<file path="src/rtl/memory_cycle.sv">
// MEM stage of the RV32I pipeline: issues the data-memory access over req/ack,
// stalls upstream while it is outstanding and drives the MEM/WB register.
// Optional access timeout with a sticky error flag: define DMEM_TIMEOUT_EN.
module memory_cycle #(
  parameter int TIMEOUT_CYCLES = 255
) (
  input  logic        clk,
  input  logic        rst,
  input  logic        RegWriteM,
  input  logic        MemWriteM,
  input  logic [1:0]  ResultSrcM,
  input  logic [4:0]  RdM,
  input  logic [31:0] ALUResultM,
  input  logic [31:0] WriteDataM,
  input  logic [31:0] PcPlus4M,
  output logic        dmem_req,
  output logic        dmem_we,
  output logic [31:0] dmem_addr,
  output logic [31:0] dmem_wdata,
  input  logic [31:0] dmem_rdata,
  input  logic        dmem_ack,
  output logic        StallM,
  output logic        RegWriteW,
  output logic [1:0]  ResultSrcW,
  output logic [4:0]  RdW,
  output logic [31:0] ALUResultW,
  output logic [31:0] ReadDataW,
  output logic [31:0] PcPlus4W,
  output logic        MemErrW
);

  typedef enum logic [0:0] {
    ST_IDLE = 1'b0,
    ST_BUSY = 1'b1
  } state_t;

  state_t      r_state;
  state_t      w_state_nxt;
  logic        w_access;
  logic        w_stall;
  logic        w_capture;
  logic        w_use_rdata;
  logic        w_abort;
  logic        w_timeout_hit;
  logic [1:0]  w_result_src;

  logic        r_regwrite;
  logic [1:0]  r_result_src;
  logic [4:0]  r_rd;
  logic [31:0] r_alu_result;
  logic [31:0] r_read_data;
  logic [31:0] r_pc_plus4;

  // A store takes precedence over a simultaneous load select.
  assign w_access     = MemWriteM | (ResultSrcM == 2'b01);
  assign w_result_src = (ResultSrcM == 2'b11) ? 2'b00 : ResultSrcM;

  // Request and stall are gated by reset so they drop the moment rst falls.
  assign dmem_req   = rst & w_access;
  assign dmem_we    = MemWriteM;
  assign dmem_addr  = ALUResultM;
  assign dmem_wdata = WriteDataM;
  assign StallM     = rst & w_stall;

`ifdef DMEM_TIMEOUT_EN
  localparam int CNT_W = (TIMEOUT_CYCLES > 255) ? 16 : 8;
  localparam logic [CNT_W-1:0] TERM_CNT = CNT_W'(TIMEOUT_CYCLES - 1);

  logic [CNT_W-1:0] r_cnt;
  logic             r_mem_err;

  assign w_timeout_hit = (r_cnt == TERM_CNT);
  assign MemErrW       = r_mem_err;

  // Timeout counter and sticky error flag.
  always_ff @(posedge clk or negedge rst) begin
    if (!rst) begin
      r_cnt     <= {CNT_W{1'b0}};
      r_mem_err <= 1'b0;
    end else begin
      if ((r_state == ST_IDLE) && (w_state_nxt == ST_BUSY)) begin
        r_cnt <= {CNT_W{1'b0}};
      end else if ((r_state == ST_BUSY) && w_stall) begin
        r_cnt <= r_cnt + {{(CNT_W-1){1'b0}}, 1'b1};
      end else begin
        r_cnt <= r_cnt;
      end
      if (w_abort) begin
        r_mem_err <= 1'b1;
      end else begin
        r_mem_err <= r_mem_err;
      end
    end
  end
`else
  logic w_unused_timeout;

  assign w_unused_timeout = (TIMEOUT_CYCLES == 0);
  assign w_timeout_hit    = 1'b0;
  assign MemErrW          = 1'b0;
`endif

  // FSM state register.
  always_ff @(posedge clk or negedge rst) begin
    if (!rst) begin
      r_state <= ST_IDLE;
    end else begin
      r_state <= w_state_nxt;
    end
  end

  // Next state, stall and MEM/WB load decision.
  always_comb begin
    w_state_nxt = r_state;
    w_stall     = 1'b0;
    w_capture   = 1'b0;
    w_use_rdata = 1'b0;
    w_abort     = 1'b0;
    case (r_state)
      ST_IDLE: begin
        if (w_access) begin
          if (dmem_ack) begin
            w_capture   = 1'b1;
            w_use_rdata = ~MemWriteM;
          end else begin
            w_stall     = 1'b1;
            w_state_nxt = ST_BUSY;
          end
        end else begin
          w_capture = 1'b1;
        end
      end
      ST_BUSY: begin
        if (!w_access) begin
          // Only reachable if upstream ignored the stall; recover cleanly.
          w_capture   = 1'b1;
          w_state_nxt = ST_IDLE;
        end else if (dmem_ack) begin
          w_capture   = 1'b1;
          w_use_rdata = ~MemWriteM;
          w_state_nxt = ST_IDLE;
        end else if (w_timeout_hit) begin
          w_abort     = 1'b1;
          w_state_nxt = ST_IDLE;
        end else begin
          w_stall = 1'b1;
        end
      end
      default: begin
        w_state_nxt = ST_IDLE;
      end
    endcase
  end

  // MEM/WB pipeline register; anything not captured becomes a bubble.
  always_ff @(posedge clk or negedge rst) begin
    if (!rst) begin
      r_regwrite   <= 1'b0;
      r_result_src <= 2'b00;
      r_rd         <= 5'd0;
      r_alu_result <= 32'd0;
      r_read_data  <= 32'd0;
      r_pc_plus4   <= 32'd0;
    end else if (w_capture) begin
      r_regwrite   <= RegWriteM;
      r_result_src <= w_result_src;
      r_rd         <= RdM;
      r_alu_result <= ALUResultM;
      r_read_data  <= w_use_rdata ? dmem_rdata : 32'd0;
      r_pc_plus4   <= PcPlus4M;
    end else begin
      r_regwrite   <= 1'b0;
      r_result_src <= 2'b00;
      r_rd         <= 5'd0;
      r_alu_result <= 32'd0;
      r_read_data  <= 32'd0;
      r_pc_plus4   <= 32'd0;
    end
  end

  assign RegWriteW  = r_regwrite;
  assign ResultSrcW = r_result_src;
  assign RdW        = r_rd;
  assign ALUResultW = r_alu_result;
  assign ReadDataW  = r_read_data;
  assign PcPlus4W   = r_pc_plus4;

endmodule
</file>
<file path="config.mk">
export PLATFORM = sky130hd
export DESIGN_NAME = memory_cycle
export DESIGN_NICKNAME = d
export VERILOG_FILES = /design/src/rtl/memory_cycle.sv
export SDC_FILE = /design/constraint.sdc
export NUM_CORES = 1
export LEC_CHECK = 0
export ABC_AREA = 1
export CAP_MARGIN = 0
export CORE_AREA = 3 3 120 122
export DETAILED_ROUTE_END_ITERATION = 16
export DIE_AREA = 0 0 123 125
export MAX_ROUTING_LAYER = met4
export PLACE_DENSITY = 0.85
export SYNTH_ARGS = -nofsm -noshare
export SYNTH_HDL_FRONTEND = slang
export SYNTH_SLANG_ARGS = --single-unit
</file>
<file path="constraint.sdc">
create_clock -name clk -period 0.9 [get_ports clk]
set_clock_uncertainty 0.15 [all_clocks]
set_input_delay 0.135 -clock clk [delete_from_list [all_inputs] [get_ports clk]]
set_output_delay 0.135 -clock clk [all_outputs]
set_load 0.005 [all_outputs]
</file>
==> results of run 1 <==
per-layer routing:
metal	track usage, %
met3	4.472
met4	6.319
met1	18.25
met2	29.56
met5	-
metrics by stage:
stage                     setup TNS, ns  instances  util, %  hold WS, ns  worst slack [ns]
after global routing             -25.79        807    49.49      -0.1720           -0.2738
after CTS                        -23.82        803    48.98      -0.1836           -0.2494
after detailed placement        -110.69        784    50.89       0.1200           -0.8462
after global placement          -105.29        784    50.89       0.1200           -0.8199
after floorplan                       0        405        -      -0.3106           0.02010
cells by family after synthesis:
group,Yosys count,share of synthesized area (%)
buffers and inverters,189,24.42
and+or+nand+nor,39,6.028
AOI/OAI and AO/OA,72,10.32
other,1,0.08522
DFF,104,59.14
timing repair:
| item | 4_1_cts | 5_1_grt |
|---|---|---|
| endpoints found under the hold margin | 114 | 107 |
| buffers inserted | 1 | 4 |
| endpoints found under the setup margin | 243 | 130 |
| pin swaps | 2 | 6 |
| gates cloned | 2 | 1 |
| gates resized for setup | 595 | 19 |
==> run summary, run 1 <==
Async set-reset flop share out of synthesis: 100.0%
Synth area leader: dfrtp_1
Largest net degree at the start of global routing: 76
Ys Warns: 0
Vias in the first global route: 3400
Die X: 123 µm
Stopping stage: detailed routing (5_2_route)
CTS Buffer Depth: 2
Synthesized Nets: 545
GP Congestion: 0.8205
Grt ovf: 0
Top cells by area, synth: dfrtp_1 59%, buf_4 11%, inv_1 8.8%
Area post-placement: 6766 µm²
CTS Root Cell: clkbuf_16
First-pass GRT wire length: 18930 µm
Top Ports: 312
Outcome: stopped before the end
DIE HEIGHT: 125 µm
Syn_area_per_cell: 10.87 µm²
Area share of the largest cell type after synthesis: 59.14%
Count leader, synth: dfrtp_1
Buffers on Ports: 246
Post-GRT worst EP: ReadDataW[7]
Worst EP kind: primary output
#FFs+latches synth: 104
Gate Count Post-Synth: 405
Top_reg_cell synth: dfrtp_1
Post-synthesis cell area: 4400 µm²
Starting Density: 33.10%
CTS sink count: 104
Num CTS Buffers: 9
Initial antenna violation count: 0
Library cells used by synthesis: 20
Post-synth EDFFs: 0
Post-DP HPWL: 9862 µm
Sequential area share after synthesis: 59.14%
Standard-cell rows: 42
Stop Error: [ERROR DRT-0255] Maze Route cannot find path of net clk in worker of routeBox ( 96600 96600 ) ( 123000 125000 ).
Synth cell count leaders: 104 x dfrtp_1, 103 x inv_1, 66 x buf_4
H-Tree Depth: 3
Gr usage total: 16.92%
==> inputs of run 2 (changes only) <==
CORE_AREA = default   (was 3 3 120 122)
CORE_MARGIN = 3   (was default)
CORE_UTILIZATION = 25   (was default)
DIE_AREA = default   (was 0 0 123 125)
MAX_ROUTING_LAYER = default   (was met4)
PLACE_DENSITY = default   (was 0.85)
PLACE_DENSITY_LB_ADDON = 0.15   (was default)
==> run 2 against run 1 <==
The flow now finishes, with violations (negative hold slack, negative setup slack). Global-route usage is 2.6 points lower. Area after synthesis unchanged. Synthesized cell count unchanged.
==> run summary, run 2 <==
Outcome: finished, violations left
Violated checks: negative hold slack, negative setup slack
Initial antenna violation count: 0
Synth area leader: dfrtp_1
Fmax: 873.0 MHz
Most common cell after layout, fill and taps aside: buf_2
CP max stage cell: dfrtp_1
Largest net degree at the start of global routing: 60
Nets@finish: 765
Final hold viol count: 115
First-pass GRT wire length: 21200 µm
Vias/cell: 3.855
Area share of the largest cell type after synthesis: 59.14%
Final Slew Violations: 0
CP Data Arrival Time: 0.86 ns
Worst-path fanout max: 1
CTS tree: done
Req. time, crit path: 0.61 ns
DIE HEIGHT: 138.7 µm
CP Cell Sequence: buf_2
Top_reg_cell synth: dfrtp_1
DR vias: 3277
Worst stage delay on the critical path: 0.38 ns
Gate Count Post-Synth: 405
Min cycle time layout: 1.145 ns
ANT cells: 0
Syn_area_per_cell: 10.87 µm²
Worst min path class: input pin to asynchronous set/reset pin
Peak supply drop: 0.0007976 V
Final Hold Slack: -0.1285 ns
Final period utilization: 127.3%
Gr usage total: 14.32%
Worst-path clk slew: 0.07 ns
Top cells by area, synth: dfrtp_1 59%, buf_4 11%, inv_1 8.8%
Core area: 16880 µm²
# setup viols final: 105
Slew headroom: 49.79%
Commonest non-fill, non-tap cells in the layout: 124 x buf_2, 104 x dfrtp_1, 103 x inv_1
Final WL: 13680 µm
Count leader, synth: dfrtp_1
GP Congestion: 0.7519
CTS Buffer Depth: 2
Top Ports: 312
Standard-cell rows: 47
Starting Density: 26.07%
Post-synthesis cell area: 4400 µm²
#FFs+latches synth: 104
Drt first pass iters: 4
CTS Root Cell: clkbuf_16
Maximum Capacitance Violations: 0
Setup_tns: -23.09 ns
WL per Instance: 16.09 µm
Ys Warns: 0
Critical path depth: 1
Register Area: 2603 µm²
PnR worst setup slack: -0.2454 ns
Sequential area share after synthesis: 59.14%
DRC: 0
CTS sink count: 104
RSZ-0062 raised after global routing: true
Leakage power: 0.003670 µW
H-Tree Depth: 3
Initial drt markers: 95
Largest delay share family, worst path: flip-flops
Vias in the first global route: 3625
Library cells used by synthesis: 20
Area post-placement: 6809 µm²
WP buf/inv: 1
CP Capture Type: output port
Num CTS Buffers: 9
Least-Margin Pin Slew: 0.7532 ns
Area Growth Syn to Fin: 52.57%
Synthesized Nets: 545
Grt ovf: 0
Async set-reset flop share out of synthesis: 100.0%
Footprint of the multi-input gates: 799.5 µm²
Post-DP HPWL: 10260 µm
Die area: 19230 µm²
Layout cells sized above 1: 42.70%
Finished Cell Area: 6714 µm²
Pwr Density: 1633 nW/µm²
Total power draw: 10970 µW
Fillers: 1701
Worst setup SP type: flop
Die X: 138.7 µm
Post-synth EDFFs: 0
Buffers on Ports: 246
Critical path class: flop to output port
Synth cell count leaders: 104 x dfrtp_1, 103 x inv_1, 66 x buf_4
Antenna-violating nets left: 0
-- run 2: repair_timing --
item | CTS | global route
endpoints found under the hold margin | 117 | 64
resized for setup | 594 | 33
pin swaps | 2 | 5
cloned | 2 | 1
setup endpoints to repair | 243 | 154
buffers inserted | 5 | 2
-- run 2: area by class of cell --
class | count | share of cell area (%)
repair buffers | 292 | 34.25
well taps | 220 | 4.100
clock inverters | 7 | 1.510
flip-flops and latches | 104 | 38.76
inverters | 106 | 6.113
multi-input cells | 112 | 11.91
clock buffers | 9 | 3.354
-- run 2: logic make-up (layout without fill, tap and decap cells) --
group | count (synthesis) | after routing | share of synthesized area, %
AOI/OAI and AO/OA | 72 | 72 | 10.32
buffers and inverters | 189 | 414 | 24.42
DFF | 104 | 104 | 59.14
and+or+nand+nor | 39 | 39 | 6.028
other | 1 | 1 | 0.08522
-- run 2: worst max-delay path by stage --
stage,endpoint,slack (ns),from
final,ResultSrcW[0],-0.25,ResultSrcW[0]
after global routing,PcPlus4W[22],-0.29,PcPlus4W[22]
after CTS,ResultSrcW[0],-0.28,ResultSrcW[0]
after detailed placement,StallM,-0.82,ResultSrcM[0]
after global placement,StallM,-0.84,ResultSrcM[0]
after floorplan,ALUResultW[12],0.02,dmem_ack
-- run 2: stage by stage --
stage | std cells | utilization (%) | worst slack, ns
3_3_place_gp | 828 | 40.34 | -0.8416
2_1_floorplan | 405 | - | 0.02010
4_1_cts | 849 | 39.20 | -0.2753
6_report | 850 | 39.78 | -0.2454
3_5_place_dp | 828 | 40.34 | -0.8177
5_1_grt | 850 | 39.78 | -0.2939
-- run 2: tightest hold or removal path, stage by stage --
cell,delay (ns)
buf_4,0.12
buf_4,0.11
buf_4,0.48
-- run 2: metal layers --
layer,vias to the layer above,wire (µm),global-route usage (%),part of all wire [%]
met2,182,6852,24.28,50
li1,1557,-,-,-
met4,0,433,6.849,3.2
met1,1514,5209,16.17,38
met3,24,1183,5.000,8.6
met5,-,0,0,0
-- run 2: report_power, final --
part	switching (µW)	leakage [µW]	internal [µW]	total, µW
Combinational	766	0.00217	901	1670
Sequential	54.6	0.00134	4900	4960
Clock	1870	0.000158	2470	4340
Total	2690	0.00367	8280	11000
(Power assumes the default switching activity.)
==> inputs of run 3 (changes only) <==
CORE_AREA = 3 3 118 120   (was default)
CORE_MARGIN = default   (was 3)
CORE_UTILIZATION = default   (was 25)
CTS_BUF_LIST = sky130_fd_sc_hd__clkbuf_4 sky130_fd_sc_hd__clkbuf_8   (was default)
DIE_AREA = 0 0 121 123   (was default)
==> run 3 against run 2 <==
The run still ends with negative hold slack, negative setup slack left. Critical path depth is the same. Count of clock-buffer cells in the layout rose by 2. Setup slack worse by 0.036 ns. Non-clock buffer count shrank 13. Cell count down 6.7%. Wire length shrank 7.1%. Combinational power fell by 7%. Sequential cell count stayed put. Clock power decreased by 31%. Critical path type unchanged. Critical endpoint is now RdW[2]. Largest power group unchanged. Highest routed layer is now met5.
==> run summary, run 3 (synthesized netlist as in run 2, its figures left out) <==
Outcome: finished, violations left
Violated checks: negative hold slack, negative setup slack
Pwr Density: 1512 nW/µm²
Worst-path clk slew: 0.11 ns
Min cycle time layout: 1.181 ns
Vias in the first global route: 3289
WP buf/inv: 1
DRC: 0
Top Ports: 312
DR vias: 3196
Fmax: 846.6 MHz
Critical path class: flop to output port
Final WL: 12710 µm
Antenna-violating nets left: 0
Final Hold Slack: -0.4388 ns
H-Tree Depth: 3
Hold bufs inserted after CTS: 12
First-pass GRT wire length: 18550 µm
Initial drt markers: 144
ANT cells: 0
Starting Density: 33.63%
Die area: 14880 µm²
CTS Root Cell: clkbuf_8
Die X: 121 µm
Core area: 13090 µm²
Largest net degree at the start of global routing: 89
CP Capture Type: output port
Cells after DPL: 774
Worst min path class: input pin to asynchronous set/reset pin
Largest delay share family, worst path: flip-flops
Place WS: -0.9296 ns
WL per Instance: 16.03 µm
Peak supply drop: 0.0009123 V
Final period utilization: 131.2%
Initial antenna violation count: 1
CTS tree: done
M3 GR Usage: 6.176%
Met2 Usage GRT: 29.91%
Worst setup SP type: flop
Final Slew Violations: 0
Top Usage Layer GRT: met2
Commonest non-fill, non-tap cells in the layout: 130 x buf_2, 104 x dfrtp_1, 103 x inv_1
Nets@finish: 752
Maximum Capacitance Violations: 0
Area Growth Syn to Fin: 42.48%
CP Cell Sequence: buf_2
Worst-path fanout max: 1
Standard-cell rows: 42
GP Congestion: 0.7548
Num CTS Buffers: 9
Final hold viol count: 118
Post-Layout Cell Count: 793
RSZ-0062 raised after global routing: true
Worst stage delay on the critical path: 0.38 ns
Drt first pass iters: 4
Vias/cell: 4.030
Req. time, crit path: 0.61 ns
Gr usage total: 16.61%
Leakage power: 0.003506 µW
CTS Buffer Depth: 2
# setup viols final: 105
Buffers on Ports: 246
Total power draw: 9482 µW
DIE HEIGHT: 123 µm
Met1 Track Usage GR: 17.54%
CP Data Arrival Time: 0.90 ns
CTS sink count: 104
Final Util: 47.92%
Post-DP HPWL: 9592 µm
CP max stage cell: dfrtp_1
Grt ovf: 0
Layout cells sized above 1: 41.82%
Most common cell after layout, fill and taps aside: buf_2
PnR worst setup slack: -0.2812 ns
## run 3: final cells by class
class / count / area (µm²)
Sequential cell: 104 / 2603
Multi-Input combinational cell: 112 / 762.0
Tap cell: 176 / 220.2
Timing Repair Buffer: 279 / 2081
Clock buffer: 11 / 138.9
Clock inverter: 5 / 57.56
Fill cell: 1304 / 6815
Inverter: 106 / 407.9
## run 3: power by group
part | internal, µW | leakage, µW | switching (µW) | total, µW
clock | 1350 | 0.0000924 | 1630 | 2980
combinational | 825 | 0.00207 | 725 | 1550
sequential | 4900 | 0.00134 | 53.8 | 4950
total | 7070 | 0.00351 | 2410 | 9480
## run 3: worst max-delay path by stage
stage | end | slack (ns) | cells past startpoint | startpoint
3_5_place_dp | StallM | -0.93 | 6 | ResultSrcM[0]
3_3_place_gp | StallM | -0.95 | 6 | ResultSrcM[0]
2_1_floorplan | ALUResultW[12] | 0.02 | 3 | dmem_ack
4_1_cts | ALUResultW[17] | -0.31 | 1 | ALUResultW[17]
5_1_grt | RdW[2] | -0.34 | 1 | RdW[2]
6_report | RdW[2] | -0.28 | 1 | RdW[2]
## run 3: metal layers
layer,up-vias,routed length [µm]
li1,1528,-
met1,1476,4468
met2,173,6687
met3,17,1294
met4,2,243
met5,-,13
## run 3: stage by stage
| stage | setup TNS (ns) | instance area [µm²] |
|---|---|---|
| after floorplan | 0 | 4400 |
| after global placement | -118.35 | 6666 |
| after detailed placement | -122.75 | 6666 |
| after CTS | -29.74 | 6356 |
| after global routing | -31.27 | 6270 |
| final | -26.07 | 6270 |
## run 3: timing repair
action	CTS	global route
hold endpoints to repair	121	48
setup endpoints to repair	243	120
pin swaps	3	4
gates resized for setup	599	10
buffers inserted	1	0
==> inputs of run 4 (changes only) <==
HOLD_SLACK_MARGIN = 0.03   (was default)
==> results of run 4 <==
Final layout, timing and power as in run 3 (identical DEF).
